[src/rtl/opc5ls_io_pkg.sv]
// Shared constants for the OPC5LS I/O responder: register map, bit positions,
// UART state encoding and reset values.
package opc5ls_io_pkg;

  localparam logic [3:0] OffTxdata = 4'd0;
  localparam logic [3:0] OffStatus = 4'd1;
  localparam logic [3:0] OffTcnt   = 4'd2;
  localparam logic [3:0] OffTcmp   = 4'd3;
  localparam logic [3:0] OffTctrl  = 4'd4;
  localparam logic [3:0] OffGpio   = 4'd5;

  localparam int unsigned StatFullBit  = 0;
  localparam int unsigned StatEmptyBit = 1;
  localparam int unsigned StatBusyBit  = 2;
  localparam int unsigned StatCntLsb   = 3;
  localparam int unsigned StatCnt4Bit  = 5;
  localparam int unsigned StatOvfBit   = 6;

  localparam int unsigned TctrlEnBit    = 0;
  localparam int unsigned TctrlIrqEnBit = 1;
  localparam int unsigned TctrlFlagBit  = 2;

  localparam logic [15:0] TcntRst = 16'h0000;
  localparam logic [15:0] TcmpRst = 16'hFFFF;
  localparam logic [7:0]  GpioRst = 8'h00;

  typedef enum logic [1:0] {StIdle, StStart, StData, StStop} uart_state_e;

  function automatic logic [15:0] status_word(input logic full, input logic empty,
                                              input logic busy, input logic [2:0] count,
                                              input logic ovf);
    logic [15:0] s;
    s = '0;
    s[StatFullBit]       = full;
    s[StatEmptyBit]      = empty;
    s[StatBusyBit]       = busy;
    s[StatCntLsb +: 2]   = count[1:0];
    s[StatCnt4Bit]       = (count == 3'd4);
    s[StatOvfBit]        = ovf;
    return s;
  endfunction

endpackage

[src/rtl/opc5ls_uart_tx.sv]
// 4-entry TX FIFO feeding an 8N1 LSB-first serializer; frames run back-to-back
// while data is queued.
module opc5ls_uart_tx
  import opc5ls_io_pkg::*;
#(
  parameter int unsigned BAUD_DIV = 16
) (
  input  logic       clk,
  input  logic       reset,
  input  logic       push,
  input  logic [7:0] data,
  input  logic       clr_ovf,
  output logic       full,
  output logic       empty,
  output logic [2:0] count,
  output logic       busy,
  output logic       ovf,
  output logic       txd
);

  localparam logic [15:0] BaudLast = 16'(BAUD_DIV - 1);

  logic [7:0]  mem_q [4];
  logic [7:0]  mem_d [4];
  logic [1:0]  wr_ptr_q, wr_ptr_d, rd_ptr_q, rd_ptr_d;
  logic [2:0]  count_q, count_d;
  logic        ovf_q, ovf_d;
  uart_state_e state_q, state_d;
  logic [15:0] baud_q, baud_d;
  logic [2:0]  bit_q, bit_d;
  logic [7:0]  shift_q, shift_d;
  logic        pop, push_ok, bit_end;

  assign full    = (count_q == 3'd4);
  assign empty   = (count_q == 3'd0);
  assign count   = count_q;
  assign busy    = (state_q != StIdle);
  assign ovf     = ovf_q;
  assign bit_end = (baud_q == BaudLast);

  always_comb begin
    state_d = state_q;
    baud_d  = baud_q;
    bit_d   = bit_q;
    shift_d = shift_q;
    pop     = 1'b0;
    txd     = 1'b1;
    unique case (state_q)
      StIdle: begin
        if (!empty) begin
          pop     = 1'b1;
          shift_d = mem_q[rd_ptr_q];
          baud_d  = '0;
          state_d = StStart;
        end
      end
      StStart: begin
        txd = 1'b0;
        if (bit_end) begin
          baud_d  = '0;
          bit_d   = '0;
          state_d = StData;
        end else begin
          baud_d = baud_q + 16'd1;
        end
      end
      StData: begin
        txd = shift_q[0];
        if (bit_end) begin
          baud_d  = '0;
          shift_d = shift_q >> 1;
          if (bit_q == 3'd7) state_d = StStop;
          else bit_d = bit_q + 3'd1;
        end else begin
          baud_d = baud_q + 16'd1;
        end
      end
      StStop: begin
        if (bit_end) begin
          baud_d = '0;
          // Chain straight into the next start bit so queued bytes leave no gap.
          if (!empty) begin
            pop     = 1'b1;
            shift_d = mem_q[rd_ptr_q];
            state_d = StStart;
          end else begin
            state_d = StIdle;
          end
        end else begin
          baud_d = baud_q + 16'd1;
        end
      end
      default: state_d = StIdle;
    endcase
  end

  always_comb begin
    // A pop frees the slot this cycle, so a push into a full FIFO still lands.
    push_ok  = push & (~full | pop);
    mem_d    = mem_q;
    if (push_ok) mem_d[wr_ptr_q] = data;
    wr_ptr_d = wr_ptr_q + 2'(push_ok);
    rd_ptr_d = rd_ptr_q + 2'(pop);
    count_d  = count_q + 3'(push_ok) - 3'(pop);
    ovf_d    = ovf_q;
    if (clr_ovf) ovf_d = 1'b0;
    if (push && !push_ok) ovf_d = 1'b1;
  end

  always_ff @(posedge clk) begin
    if (reset) begin
      mem_q    <= '{default: '0};
      wr_ptr_q <= '0;
      rd_ptr_q <= '0;
      count_q  <= '0;
      ovf_q    <= 1'b0;
      state_q  <= StIdle;
      baud_q   <= '0;
      bit_q    <= '0;
      shift_q  <= '0;
    end else begin
      mem_q    <= mem_d;
      wr_ptr_q <= wr_ptr_d;
      rd_ptr_q <= rd_ptr_d;
      count_q  <= count_d;
      ovf_q    <= ovf_d;
      state_q  <= state_d;
      baud_q   <= baud_d;
      bit_q    <= bit_d;
      shift_q  <= shift_d;
    end
  end

endmodule

[src/rtl/opc5ls_io_responder.sv]
// Zero-wait-state I/O page for the OPC5LS CPU: UART TX, compare timer with IRQ,
// and an 8-bit GPIO output register.
module opc5ls_io_responder
  import opc5ls_io_pkg::*;
#(
  parameter logic [15:0] IO_BASE  = 16'hFFF0,
  parameter int unsigned BAUD_DIV = 16
) (
  input  logic        clk,
  input  logic        reset,
  input  logic [15:0] address,
  input  logic        rnw,
  input  logic [15:0] datain,
  output logic [15:0] dataout,
  output logic        sel,
  output logic        txd,
  output logic [7:0]  gpio_out,
  output logic        irq
);

  logic [3:0]  off;
  logic        wr, match;
  logic        tx_full, tx_empty, tx_busy, tx_ovf;
  logic [2:0]  tx_count;
  logic [15:0] tcnt_q, tcnt_d, tcmp_q, tcmp_d;
  logic        en_q, en_d, irq_en_q, irq_en_d, flag_q, flag_d;
  logic [7:0]  gpio_q, gpio_d;

  assign sel      = (address[15:4] == IO_BASE[15:4]);
  assign off      = address[3:0];
  assign wr       = sel & ~rnw & ~reset;
  assign gpio_out = gpio_q;
  assign irq      = flag_q & irq_en_q;

  opc5ls_uart_tx #(
    .BAUD_DIV (BAUD_DIV)
  ) u_uart_tx (
    .clk     (clk),
    .reset   (reset),
    .push    (wr && (off == OffTxdata)),
    .data    (datain[7:0]),
    .clr_ovf (wr && (off == OffStatus)),
    .full    (tx_full),
    .empty   (tx_empty),
    .count   (tx_count),
    .busy    (tx_busy),
    .ovf     (tx_ovf),
    .txd     (txd)
  );

  always_comb begin
    match    = en_q & (tcnt_q == tcmp_q);
    tcnt_d   = tcnt_q;
    tcmp_d   = tcmp_q;
    en_d     = en_q;
    irq_en_d = irq_en_q;
    flag_d   = flag_q;
    gpio_d   = gpio_q;
    if (en_q) tcnt_d = match ? 16'h0000 : tcnt_q + 16'd1;
    if (wr) begin
      unique case (off)
        OffTcnt: tcnt_d = datain;
        OffTcmp: tcmp_d = datain;
        OffTctrl: begin
          en_d     = datain[TctrlEnBit];
          irq_en_d = datain[TctrlIrqEnBit];
          if (datain[TctrlFlagBit]) flag_d = 1'b0;
        end
        OffGpio: gpio_d = datain[7:0];
        default: ;
      endcase
    end
    // A match outranks a simultaneous clear so no timer event is lost.
    if (match) flag_d = 1'b1;
  end

  always_comb begin
    dataout = '0;
    if (sel) begin
      case (off)
        OffStatus: dataout = status_word(tx_full, tx_empty, tx_busy, tx_count, tx_ovf);
        OffTcnt:   dataout = tcnt_q;
        OffTcmp:   dataout = tcmp_q;
        OffTctrl:  dataout = {13'd0, flag_q, irq_en_q, en_q};
        OffGpio:   dataout = {8'd0, gpio_q};
        default:   dataout = '0;
      endcase
    end
  end

  always_ff @(posedge clk) begin
    if (reset) begin
      tcnt_q   <= TcntRst;
      tcmp_q   <= TcmpRst;
      en_q     <= 1'b0;
      irq_en_q <= 1'b0;
      flag_q   <= 1'b0;
      gpio_q   <= GpioRst;
    end else begin
      tcnt_q   <= tcnt_d;
      tcmp_q   <= tcmp_d;
      en_q     <= en_d;
      irq_en_q <= irq_en_d;
      flag_q   <= flag_d;
      gpio_q   <= gpio_d;
    end
  end

endmodule

[config.mk]
export PLATFORM = sky130hd
export DESIGN_NAME = opc5ls_io_responder
export DESIGN_NICKNAME = d
export VERILOG_FILES = /design/src/rtl/opc5ls_io_pkg.sv /design/src/rtl/opc5ls_uart_tx.sv /design/src/rtl/opc5ls_io_responder.sv
export SDC_FILE = /design/constraint.sdc
export NUM_CORES = 1
export LEC_CHECK = 0
export ABC_AREA = 1
export BUFFER_PORTS_ARGS = -buffer_cell sky130_fd_sc_hd__buf_2
export CAP_MARGIN = 20
export CORE_AREA = 2 2 117 165
export DETAILED_ROUTE_END_ITERATION = 16
export DIE_AREA = 0 0 119 167
export HOLD_SLACK_MARGIN = 0.03
export PLACE_DENSITY = 0.59
export SLEW_MARGIN = 20
export SYNTH_ARGS = -nofsm -noshare
export SYNTH_HDL_FRONTEND = slang
export SYNTH_SLANG_ARGS = --single-unit
[constraint.sdc]
create_clock -name clk -period 2.2 [get_ports clk]
set_input_delay 0.55 -clock clk [delete_from_list [all_inputs] [get_ports clk]]
set_output_delay 0.55 -clock clk [all_outputs]
set_load 0.01 [all_outputs]
==> qor.yml <==
outcome:
  status: "finished with violations"
  violations: "setup timing"
yosys:
  synthCells: 979
  synth_edf_count: 0
  synthArstFlopShare_pct: 0
  syn_nets: 1027
  synth-seq-cells: 112
  ys_types: 39
  synth_area_per_cell_um2: 6.48
  netlist.top_cell.by_area: "dfxtp_1"
  yosys.area.top_type_share_pct: 35.3
  synth_ff_type: "dfxtp_1"
  synthMostInstantiatedCell: "nand2_1"
  synth_area_leaders: "dfxtp_1, nand2_1, nor2_1"
  ys_warn_count: 0
  synth_commonest_cells: "nand2_1, nor2_1, inv_1, dfxtp_1, a21oi_1"
  netlist_area_um2: 6340
  synth-seq-area-share_pct: 35.3
clocking:
  cts.path.max_buffers: 2
  clk_pin_slew_ns: 0.09
  root_buffer: "clkbuf_16"
  cts_made_buffers: 9
  cts_num_sinks: 112
  htreeDepth: 3
  hold_buffers: 0
  cts_tree: "done"
  clock_latency_ns: 0.36
sta:
  setup_violations: 4
  relSlewSlack_pct: 62.9
  rsz0062_at_grt: "yes"
  fin_ws_ns: -0.0233
  drv_slew: 0
  period_share_pct: 101
  hold_viol_final: 0
  worst_slew_pin_slew_ns: 0.556
  fmax_mhz: 450
  final.min_clock_period_ns: 2.22
  final.setup_skew_ns: 0.0197
critical_path:
  crit_end: "dataout[0]"
  worstReg2RegStart: "u_uart_tx.state_q[0]"
  critPathLaunchType: "primary input"
  arrival_ns: 1.67
  reg2reg_depth: 13
  cp-startpoint: "address[3]"
  reg2reg_to: "u_uart_tx.count[1]"
  crit_type: "primary input to primary output"
  cp.required_ns: 1.65
  crit_fanout: 4
  r2r_slack_ns: 0.09
  endpoint_kind: "primary output"
job:
  drv_cap: 0
floorplan:
  core_area_um2: 18400
  start_util_pct: 34.5
  die_w_um: 119
  die-area_um2: 19900
  fp-row-count: 59
  die_h_um: 167
  ios: 62
grt:
  antenna_found_initial: 0
  grt_max_degree: 51
  first_global_vias: 6014
  grt-ovfl-total: 0
  grt_pass1_wl_um: 29800
  grt_usage_pct: 18.9
drt:
  first_pass_iters: 10
  drc_errors: 0
  wl_um: 18600
  drtIter0Drc: 337
  wl_per_cell_um: 14.0
  vias: 6393
  ant_nets: 0
  avgViaCountPerCell: 4.81
place:
  io_buffers: 61
  place_ws_ns: -0.164
  routabilityCongestion: 0.903
  place_hpwl_um: 13900
  placed_cells: 1307
cells_and_area:
  antenna_cells: 0
  nets: 1128
  final_core_util_pct: 43.2
  area_delta_synth_final_pct: 25.3
  fill_cells: 1936
  layout-drive-gt1-share_pct: 21.7
  stdcell_count: 1329
pwr:
  peakVddDrop_mv: 0.432
  p_leak_nw: 3.50
  power_density_nw_per_um2: 758
  fin_total_pwr_mw: 6.02
hold_path:
  whs_path_depth: 3
  hold_path_class: "primary input to flop"
## final cells by class
class / count / area [um2] / share of cell area, %
inverters: 139 / 527 / 6.63
well taps: 244 / 305 / 3.84
flip-flops and latches: 112 / 2260 / 28.4
clock buffers: 10 / 239 / 3.01
repair buffers: 125 / 862 / 10.8
multi-input cells: 693 / 3700 / 46.6
clock inverters: 6 / 53.8 / 0.677
## sequential cells by signal, indices dropped and copies added, names as in the netlist
signal / count
tcmp_q: 16
flag_q: 1
gpio_out: 8
u_uart_tx.shift_q: 8
u_uart_tx.ovf: 1
u_uart_tx.rd_ptr_q: 2
u_uart_tx.state_q: 2
u_uart_tx.baud_q: 16
irq_en_q: 1
u_uart_tx.wr_ptr_q: 2
u_uart_tx.mem_q: 32
u_uart_tx.bit_q: 3
tcnt_q: 16
en_q: 1
u_uart_tx.count: 3
## kinds of logic after synthesis
| group | synth area share (%) |
|---|---|
| xor gates and xnor gates | 2.62 |
| DFF | 35.3 |
| AOI/OAI and AO/OA | 16.8 |
| adders and majority gates | 2.68 |
| buffers and inverters | 11.1 |
| and+or+nand+nor | 31.5 |
## per-stage QoR
stage / hold slack (ns) / instance area (um2) / TNS (ns)
after global routing: 0.427 / 7950 / -0.776
after floorplan: 0.425 / 6430 / -0.161
after detailed placement: 0.444 / 7320 / -2.33
after global placement: 0.434 / 7320 / -2.32
final: 0.422 / 7950 / -0.0529
after CTS: 0.412 / 7810 / -0.235
## worst min path at each step
stage                               from                    to  slack [ns]
global placement    u_uart_tx.shift_q[1]  u_uart_tx.shift_q[1]        0.43
detailed placement  u_uart_tx.shift_q[4]  u_uart_tx.shift_q[4]        0.44
finish                        datain[10]            tcmp_q[10]        0.42
floorplan           u_uart_tx.shift_q[7]  u_uart_tx.shift_q[7]        0.42
CTS                            datain[9]             tcmp_q[9]        0.41
global route                  datain[10]            tcmp_q[10]        0.43
## routing by layer
layer	global-route usage, %	share of wire [%]	vias to the layer above
met3	3.15	3.4	38
li1	-	-	3324
met2	34.5	52	130
met1	21.2	41	2901
met5	0	0	-
met4	8.39	3.2	0
## layout by cell type (no fill, tap or decap), types with 13 or more instances in the layout
cell type / count
dfxtp_1: 105
nand3_1: 30
nand2_1: 232
nor2_1: 131
o211ai_1: 17
inv_2: 14
buf_2: 57
inv_1: 123
o21ai_0: 63
nand2_2: 13
buf_4: 56
a21oi_1: 79
## critical path, cell delays in order
cell and delay [ns]:
buf_8 0.10, nor2_4 0.18, nand2_2 0.11, nor2_4 0.12
buf_6 0.13, nand2_2 0.04, o21ai_1 0.06, a21oi_1 0.06
a21oi_2 0.16, buf_2 0.15
## where the power goes
group | leakage [nW] | total, mW | internal (mW) | switching, mW
registers | 0.909 | 2.27 | 2.19 | 0.0812
logic | 2.45 | 2.12 | 0.857 | 1.26
clock network | 0.138 | 1.64 | 0.817 | 0.818
## repair_timing
action | in CTS | in global routing
pin swaps | 17 | 21
setup buffers | 1 | 5
endpoints found under the setup margin | 19 | 19
gates resized for setup | 55 | 34
Power figures use the tool's default switching activity.
